===== config.mk =====
export PLATFORM = sky130hd
export DESIGN_NAME = regfile_write_bank_flat
export DESIGN_NICKNAME = d
export VERILOG_FILES = /design/src/rtl/regfile_write_bank_pkg.sv /design/src/rtl/regfile_write_bank_if.sv /design/src/rtl/regfile_write_bank_decoder_5to32.sv /design/src/rtl/regfile_write_bank.sv /design/src/flat_wrapper.sv
export SDC_FILE = /design/constraint.sdc
export NUM_CORES = 1
export LEC_CHECK = 0
export CORE_AREA = 2 2 413 415
export CTS_CLUSTER_SIZE = 20
export DETAILED_ROUTE_END_ITERATION = 7
export DIE_AREA = 0 0 415 417
export PLACE_DENSITY = 0.51
export SLEW_MARGIN = 30
export SYNTH_ARGS = -nofsm -noshare
export SYNTH_HDL_FRONTEND = slang
export SYNTH_SLANG_ARGS = --single-unit

===== constraint.sdc =====
create_clock -name clock -period 0.8 [get_ports clock]
set_input_delay 0.16 -clock clock [delete_from_list [all_inputs] [get_ports clock]]
set_output_delay 0.16 -clock clock [all_outputs]
set_load 0.02 [all_outputs]

===== src/rtl/regfile_write_bank_pkg.sv =====
`default_nettype none
// ============================================================================
// Module  : regfile_write_bank_pkg
// Brief   : Shared register-file constants and reg_bus slice helper.
// Revision: 1.0
// ============================================================================
package regfile_write_bank_pkg;

  localparam int REG_WIDTH  = 32;
  localparam int REG_COUNT  = 32;
  localparam int REG_ADDR_W = 5;
  localparam int ZERO_REG   = 0;

  typedef logic [REG_WIDTH-1:0]  reg_word_t;
  typedef logic [REG_ADDR_W-1:0] reg_addr_t;

  // Bit offset of register idx within reg_bus; mux_32 wiring uses the same rule.
  function automatic int reg_offset(input int idx);
    return REG_WIDTH * idx;
  endfunction

endpackage
`default_nettype wire


===== src/rtl/regfile_write_bank_if.sv =====
`default_nettype none
// ============================================================================
// Module  : regfile_write_bank_if
// Brief   : Write request, completion handshake and flat register bus.
// Revision: 1.0
// ============================================================================
interface regfile_write_bank_if;
  import regfile_write_bank_pkg::*;

  logic                           ctrl_writeEnable;
  logic [REG_ADDR_W-1:0]          ctrl_writeReg;
  logic [REG_WIDTH-1:0]           data_writeReg;
  logic [REG_WIDTH*REG_COUNT-1:0] reg_bus;
  logic                           wr_done;
  logic [REG_ADDR_W-1:0]          wr_done_reg;

  modport master (
    output ctrl_writeEnable, ctrl_writeReg, data_writeReg,
    input  reg_bus, wr_done, wr_done_reg
  );

  modport slave (
    input  ctrl_writeEnable, ctrl_writeReg, data_writeReg,
    output reg_bus, wr_done, wr_done_reg
  );

endinterface
`default_nettype wire


===== src/rtl/regfile_write_bank_decoder_5to32.sv =====
`default_nettype none
// ============================================================================
// Module  : decoder_5to32
// Brief   : Enable-gated 5-to-32 one-hot write select.
// Revision: 1.0
// ============================================================================
module decoder_5to32
  import regfile_write_bank_pkg::*;
(
  input  logic [4:0]  addr,
  input  logic        enable,
  output logic [31:0] onehot
);

  always_comb begin
    onehot = '0;
    if (enable) begin
      onehot[addr] = 1'b1;
    end
  end

endmodule
`default_nettype wire


===== src/rtl/regfile_write_bank.sv =====
`default_nettype none
// ============================================================================
// Module  : regfile_write_bank
// Brief   : Write side of the 32x32 register file; register 0 reads as zero.
// Revision: 1.0
// ============================================================================
module regfile_write_bank
  import regfile_write_bank_pkg::*;
#(
  parameter int WIDTH  = REG_WIDTH,
  parameter int DEPTH  = REG_COUNT,
  parameter int ADDR_W = REG_ADDR_W
) (
  input  logic                  clock,
  input  logic                  ctrl_reset_n,
  regfile_write_bank_if.slave   bus
);

  logic [DEPTH-1:0]  w_sel;
  logic              r_wr_done;
  logic [ADDR_W-1:0] r_wr_done_reg;

  decoder_5to32 u_decoder (
    .addr   (bus.ctrl_writeReg),
    .enable (bus.ctrl_writeEnable),
    .onehot (w_sel)
  );

  generate
    for (genvar i = 0; i < DEPTH; i++) begin : g_regs
      if (i == ZERO_REG) begin : g_zero
        assign bus.reg_bus[reg_offset(i) +: WIDTH] = '0;
      end else begin : g_storage
        logic [WIDTH-1:0] r_q;

        always_ff @(posedge clock or negedge ctrl_reset_n) begin
          if (!ctrl_reset_n) begin
            r_q <= '0;
          end else if (w_sel[i]) begin
            r_q <= bus.data_writeReg;
          end
        end

        assign bus.reg_bus[reg_offset(i) +: WIDTH] = r_q;
      end
    end
  endgenerate

  // Index-0 writes still complete the handshake even though no data is stored.
  always_ff @(posedge clock or negedge ctrl_reset_n) begin
    if (!ctrl_reset_n) begin
      r_wr_done     <= 1'b0;
      r_wr_done_reg <= '0;
    end else begin
      r_wr_done <= bus.ctrl_writeEnable;
      if (bus.ctrl_writeEnable) begin
        r_wr_done_reg <= bus.ctrl_writeReg;
      end
    end
  end

  assign bus.wr_done     = r_wr_done;
  assign bus.wr_done_reg = r_wr_done_reg;

endmodule
`default_nettype wire


===== src/flat_wrapper.sv =====
// flat-port wrapper written by rule: the top's interface ports become plain ports
module regfile_write_bank_flat import regfile_write_bank_pkg::*;
#(
  parameter int WIDTH  = REG_WIDTH,
  parameter int DEPTH  = REG_COUNT,
  parameter int ADDR_W = REG_ADDR_W
)
  (clock, ctrl_reset_n, bus_ctrl_writeEnable, bus_ctrl_writeReg, bus_data_writeReg, bus_reg_bus, bus_wr_done, bus_wr_done_reg);
  regfile_write_bank_if bus_i ();
  input  logic clock;
  input  logic ctrl_reset_n;
  input wire logic [$bits(bus_i.ctrl_writeEnable)-1:0] bus_ctrl_writeEnable;
  input wire logic [$bits(bus_i.ctrl_writeReg)-1:0] bus_ctrl_writeReg;
  input wire logic [$bits(bus_i.data_writeReg)-1:0] bus_data_writeReg;
  output wire logic [$bits(bus_i.reg_bus)-1:0] bus_reg_bus;
  output wire logic [$bits(bus_i.wr_done)-1:0] bus_wr_done;
  output wire logic [$bits(bus_i.wr_done_reg)-1:0] bus_wr_done_reg;
  assign bus_i.ctrl_writeEnable = bus_ctrl_writeEnable;
  assign bus_i.ctrl_writeReg = bus_ctrl_writeReg;
  assign bus_i.data_writeReg = bus_data_writeReg;
  assign bus_reg_bus = bus_i.reg_bus;
  assign bus_wr_done = bus_i.wr_done;
  assign bus_wr_done_reg = bus_i.wr_done_reg;
  regfile_write_bank #(.WIDTH(WIDTH), .DEPTH(DEPTH), .ADDR_W(ADDR_W)) u_core (.clock(clock), .ctrl_reset_n(ctrl_reset_n), .bus(bus_i));
endmodule

After elaboration in Yosys (flattened, before gate mapping)
Index checks and enable logic that the tools add are counted.

Flip-flop bits (word level): 998. Bits of input ports: 40. Output and inout port bits: 1030. Word-level logic and storage cells: 39.

Order comparisons: 2. Multiplexer cells: 3. Reduce and logical (&&, ||, !) cells: 1.

Operators by type and width (count): $mux W32 (1); $lt A5 B6 Y1 const B (1); $demux W1 S5 (1); $ge A5 B1 Y1 const B (1); $logic_and A1 B1 Y1 (1); $mux W1 (1).

Logic depth before layout (Yosys ltp)
Depth in word-level cells: 5. Mapped depth: 6. Depth with buffers taken out: 3.

Modules after synthesis
A second synthesis with hierarchy kept.

Cells, all modules: 2295. Area, all modules: 42737.2 um^2.

By module, submodules not included: regfile_write_bank (times used 1, cells each 2248, area an instance 42507.0 um^2, sequential area each 24974.0 um^2); decoder_5to32 (times used 1, cells each 47, area an instance 230.2 um^2, sequential area each 0.0 um^2).

Worst setup path before layout
No wires, ideal clock.

Path type: input to register. Start: input port bus_ctrl_writeReg[2]. End: register u_core.g_regs[26].g_storage.r_q[10]. Setup time: 0.125 ns. Arrival: 1.445 ns. Data required time: 0.675 ns. Slack: -0.769 ns. Stages on the path: 6. Path buffers: 3. Cell sequence: buf_2 -> and4bb_1 -> nor2b_1 -> clkbuf_1 -> buf_4 -> mux2_2.

Cells in the longest elaborated chain, start to end: 5. Elaborated cells on any way between the ends: 6. Those cells by class: order compare (2); mux (3); reduce/logical (1).

Ends and longest elaborated chain: start, declared (line flat_wrapper.sv:13) `input wire logic [$bits(bus_i.ctrl_writeReg)-1:0] bus_ctrl_writeReg;`; $lt A5 B6 Y1 (not written as such) or $ge A5 B1 Y1 (tied branches) (line regfile_write_bank_decoder_5to32.sv:18) `onehot[addr] = 1'b1;`; $logic_and A1 B1 Y1 (not written as such) (line regfile_write_bank_decoder_5to32.sv:18); $mux W1 (not written as such) (line regfile_write_bank_decoder_5to32.sv:18); $demux W1 S5 (*) (line regfile_write_bank_decoder_5to32.sv:18); $mux W32 (*) (line regfile_write_bank_decoder_5to32.sv:17) `if (enable) begin`; end signal, assigned (line regfile_write_bank.sv:40) `r_q <= bus.data_writeReg;`; end, declared (line regfile_write_bank.sv:34) `logic [WIDTH-1:0] r_q;`.

Mark *: on every way between the ends. The rest lies on a longest branch, timed or not. A chain may end at the register's enable or synchronous reset.

Worst setup path in the final report
Start: register u_core.g_regs[26].g_storage.r_q[29]. End: output port bus_reg_bus[861].

RTL lines: end, declared (line flat_wrapper.sv:15) `output wire logic [$bits(bus_i.reg_bus)-1:0] bus_reg_bus;`.

No word-level cell between the ends.

==> flow_metrics.py <==
metrics = {
    "run_status": {
        "status": "complete, but fails checks",
        "failed_checks": "negative setup slack",
    },
    "synth": {
        "ys.flop_type": "dfrtp_1",
        "ys_warn_count": 0,
        "yosys.cell_count.top_type": "dfrtp_1",
        "synth_common_cells": "998 x dfrtp_1, 977 x mux2_2, 104 x clkbuf_1",
        "netlist_area_um2": 37700,
        "yosysSeqAreaShare_pct": 66.3,
        "yosysTopAreaCell": "dfrtp_1",
        "synthTopCellsByArea": "dfrtp_1 66%, mux2_2 29%, buf_2 1.1%",
        "avgSynthCellArea_um2": 16.5,
        "synth_top_area_share_pct": 66.3,
        "synthCells": 2279,
        "synth_edf_count": 0,
        "ys_ff_latch": 998,
        "yosysUniqueCellTypes": 22,
        "synthArstFlopShare_pct": 100,
    },
    "timing": {
        "finalCritPeriodShare_pct": 200,
        "skew_ps": 0,
        "rsz0062_at_grt": "true",
        "fin_setup_tns_ps": -778060,
        "fin_ws_ps": -804,
        "final_max_slew_viol_count": 0,
        "setup_viol": 1994,
        "holdWs_ps": 99.8,
        "hold_viol": 0,
        "fmax_ghz": 0.624,
        "period_needed_ps": 1600,
    },
    "grt": {
        "antenna_found_initial": 11,
        "met3_usage_pct": 5.00,
        "grt_max_degree": 54,
        "overflow": 0,
        "grtUsageTotal_pct": 17.1,
        "grtUsageMet1_pct": 19.3,
        "grt_pass1_vias": 26200,
        "grt.busiest_layer": "met2",
        "grt_pass1_wl_um": 211000,
        "met2_usage_pct": 30.4,
    },
    "layout": {
        "area_growth_pct": 70.4,
        "num-fill-cells": 16000,
        "drive_above_1_share_pct": 71.5,
        "final_nets": 3849,
        "multi_input_area_um2": 13100,
        "instances_no_fill": 6119,
        "regArea_um2": 25000,
        "post-route-util_pct": 38.1,
        "largest_register_ffs": 992,
    },
    "die": {
        "io_pins": 1070,
        "coreArea_um2": 169000,
        "die_w_um": 415,
        "die_h_um": 417,
        "initial_core_util_pct": 22.4,
        "rows": 151,
        "die_area_um2": 173000,
    },
    "detailed_routing": {
        "wl_per_cell_um": 27.3,
        "avgViaCountPerCell": 4.20,
        "drc": 0,
        "ant_nets": 0,
        "vias": 25700,
        "routed_wl_um": 167000,
        "drt-initial-drc-count": 1147,
        "firstDrtPassIters": 4,
    },
    "power_and_ir_drop": {
        "pwr-share-clk_pct": 29.4,
        "switching_power_mw": 56.2,
        "powerDensity_nw_per_um2": 2810,
        "vdd_drop_max_mv": 1.84,
        "p_int_mw": 124,
        "sw_frac_of_total_pct": 31.2,
        "power_frac_seq_pct": 37.6,
        "comb_power_share_pct": 33.0,
        "p_leak_nw": 30.6,
        "finalPower_mw": 180,
    },
    "placed_design": {
        "place_inst": 5657,
        "io_buffers": 1037,
        "hpwl_um": 110000,
        "gp_congestion": 0.769,
    },
    "worst_setup_path": {
        "crit_path_top_delay_cell": "dfrtp_1",
        "reg2reg_depth": 3,
        "r2r_end": "u_core.g_regs[31].g_storage.r_q[21]$_DFFE_PN0P_",
        "crit_required_ps": 640,
        "cp_slowest_stage_delay_ps": 420,
        "cp_max_fo": 2,
        "regToRegSetupSlack_ps": -230,
        "crit_type": "flip-flop to primary output",
        "regToRegStartpoint": "u_core.g_regs[31].g_storage.r_q[21]$_DFFE_PN0P_",
        "cp-start-kind": "flip-flop",
        "cp_cell_sequence": "buf_12, buf_8",
        "worstPathArrival_ps": 1440,
        "crit_family": "flip-flops",
        "cp-end-kind": "primary output",
        "worst-path-buf-inv": 2,
    },
    "clock_network": {
        "cts_tree": "done",
        "cts_buffer_depth": 3,
        "cts_max_level": 3,
        "clock_latency_ps": 740,
        "clock_sinks": 998,
        "cts_made_buffers": 112,
        "cts_root_buf": "clkbuf_16",
        "clk_pin_slew_ps": 60,
    },
    "worst_hold_path": {
        "min_path_type": "primary input to async pin",
    },
    "flow_run": {
        "maxCapViolCount": 0,
    },
}
## cells by family after synthesis
kind of cell	synth area share, %
mux	29.8
buf+inv	3.14
simple gates	0.774
flops	66.3
other cells	0.00995
## per-stage QoR
stage               area, µm²  setup WS (ps)
global placement        54100          -1480
global route            64200           -884
detailed placement      54100          -1470
finish                  64200           -804
floorplan               38400           -658
CTS                     60100           -904
## cell usage in the layout, fill, tap and decap left out, types with 11 or more instances in the layout
cell type,netlist,final
clkbuf_8,0,28
mux2_2,977,665
buf_6,3,1050
conb_1,1,32
clkinv_2,0,14
dlygate4sd3_1,0,30
buf_4,45,248
clkbuf_1,104,31
clkbuf_16,0,150
mux2_4,0,328
buf_8,0,14
buf_12,0,201
dfrtp_1,998,997
clkdlybuf4s50_1,0,11
buf_2,82,21
## metal layers
metal / vias up / wire (µm)
met5: - / 26
met4: 4 / 5790
met3: 247 / 10500
met1: 13700 / 66900
li1: 10900 / -
met2: 831 / 83800
## power by group through the flow
stage | Clock (mW) | Sequential [mW] | Combinational (mW)
after global placement | 0 | 66.1 | 52.5
after global routing | 56.4 | 68.9 | 61.8
final | 53.0 | 67.8 | 59.5
after detailed placement | 0 | 66.4 | 52.7
after floorplan | 0 | 78.1 | 10.0
after CTS | 54.4 | 67.2 | 56.2
## cell type report
type | count | share of cell area [%]
sequential | 998 | 38.9
antenna | 4 | 0.0156
clock inverter | 31 | 0.713
multi-input combinational | 1076 | 20.4
tap | 2218 | 4.32
timing repair buffer | 1621 | 30.5
clock buffer | 171 | 5.15
## worst max path at each step
| stage | start | endpoint | cells past startpoint |
|---|---|---|---|
| after global routing | u_core.g_regs[26].g_storage.r_q[26]$_DFFE_PN0P_ | bus_reg_bus[858] | 2 |
| after CTS | u_core.g_regs[26].g_storage.r_q[29]$_DFFE_PN0P_ | bus_reg_bus[861] | 2 |
| after global placement | bus_ctrl_writeReg[0] | u_core.g_regs[13].g_storage.r_q[5]$_DFFE_PN0P_ | 7 |
| final | u_core.g_regs[26].g_storage.r_q[29]$_DFFE_PN0P_ | bus_reg_bus[861] | 2 |
| after floorplan | bus_ctrl_writeReg[3] | u_core.g_regs[5].g_storage.r_q[10]$_DFFE_PN0P_ | 6 |
| after detailed placement | bus_ctrl_writeReg[0] | u_core.g_regs[13].g_storage.r_q[5]$_DFFE_PN0P_ | 7 |
## tightest hold or removal path, cell delays in order
cell	delay, ps
dlygate4sd3_1	590
buf_8	210
buf_12	190
## timing repair
item | 4_1_cts | 5_1_grt
endpoints found under the hold margin | 1636 | 5
buffers inserted | 83 | 127
hold buffers | 24 | 6
pin swaps | 0 | 13
gates resized for setup | 4311 | 579
endpoints found under the setup margin | 1990 | 1996
cloned | 0 | 49
Power figures use the tool's default switching activity.
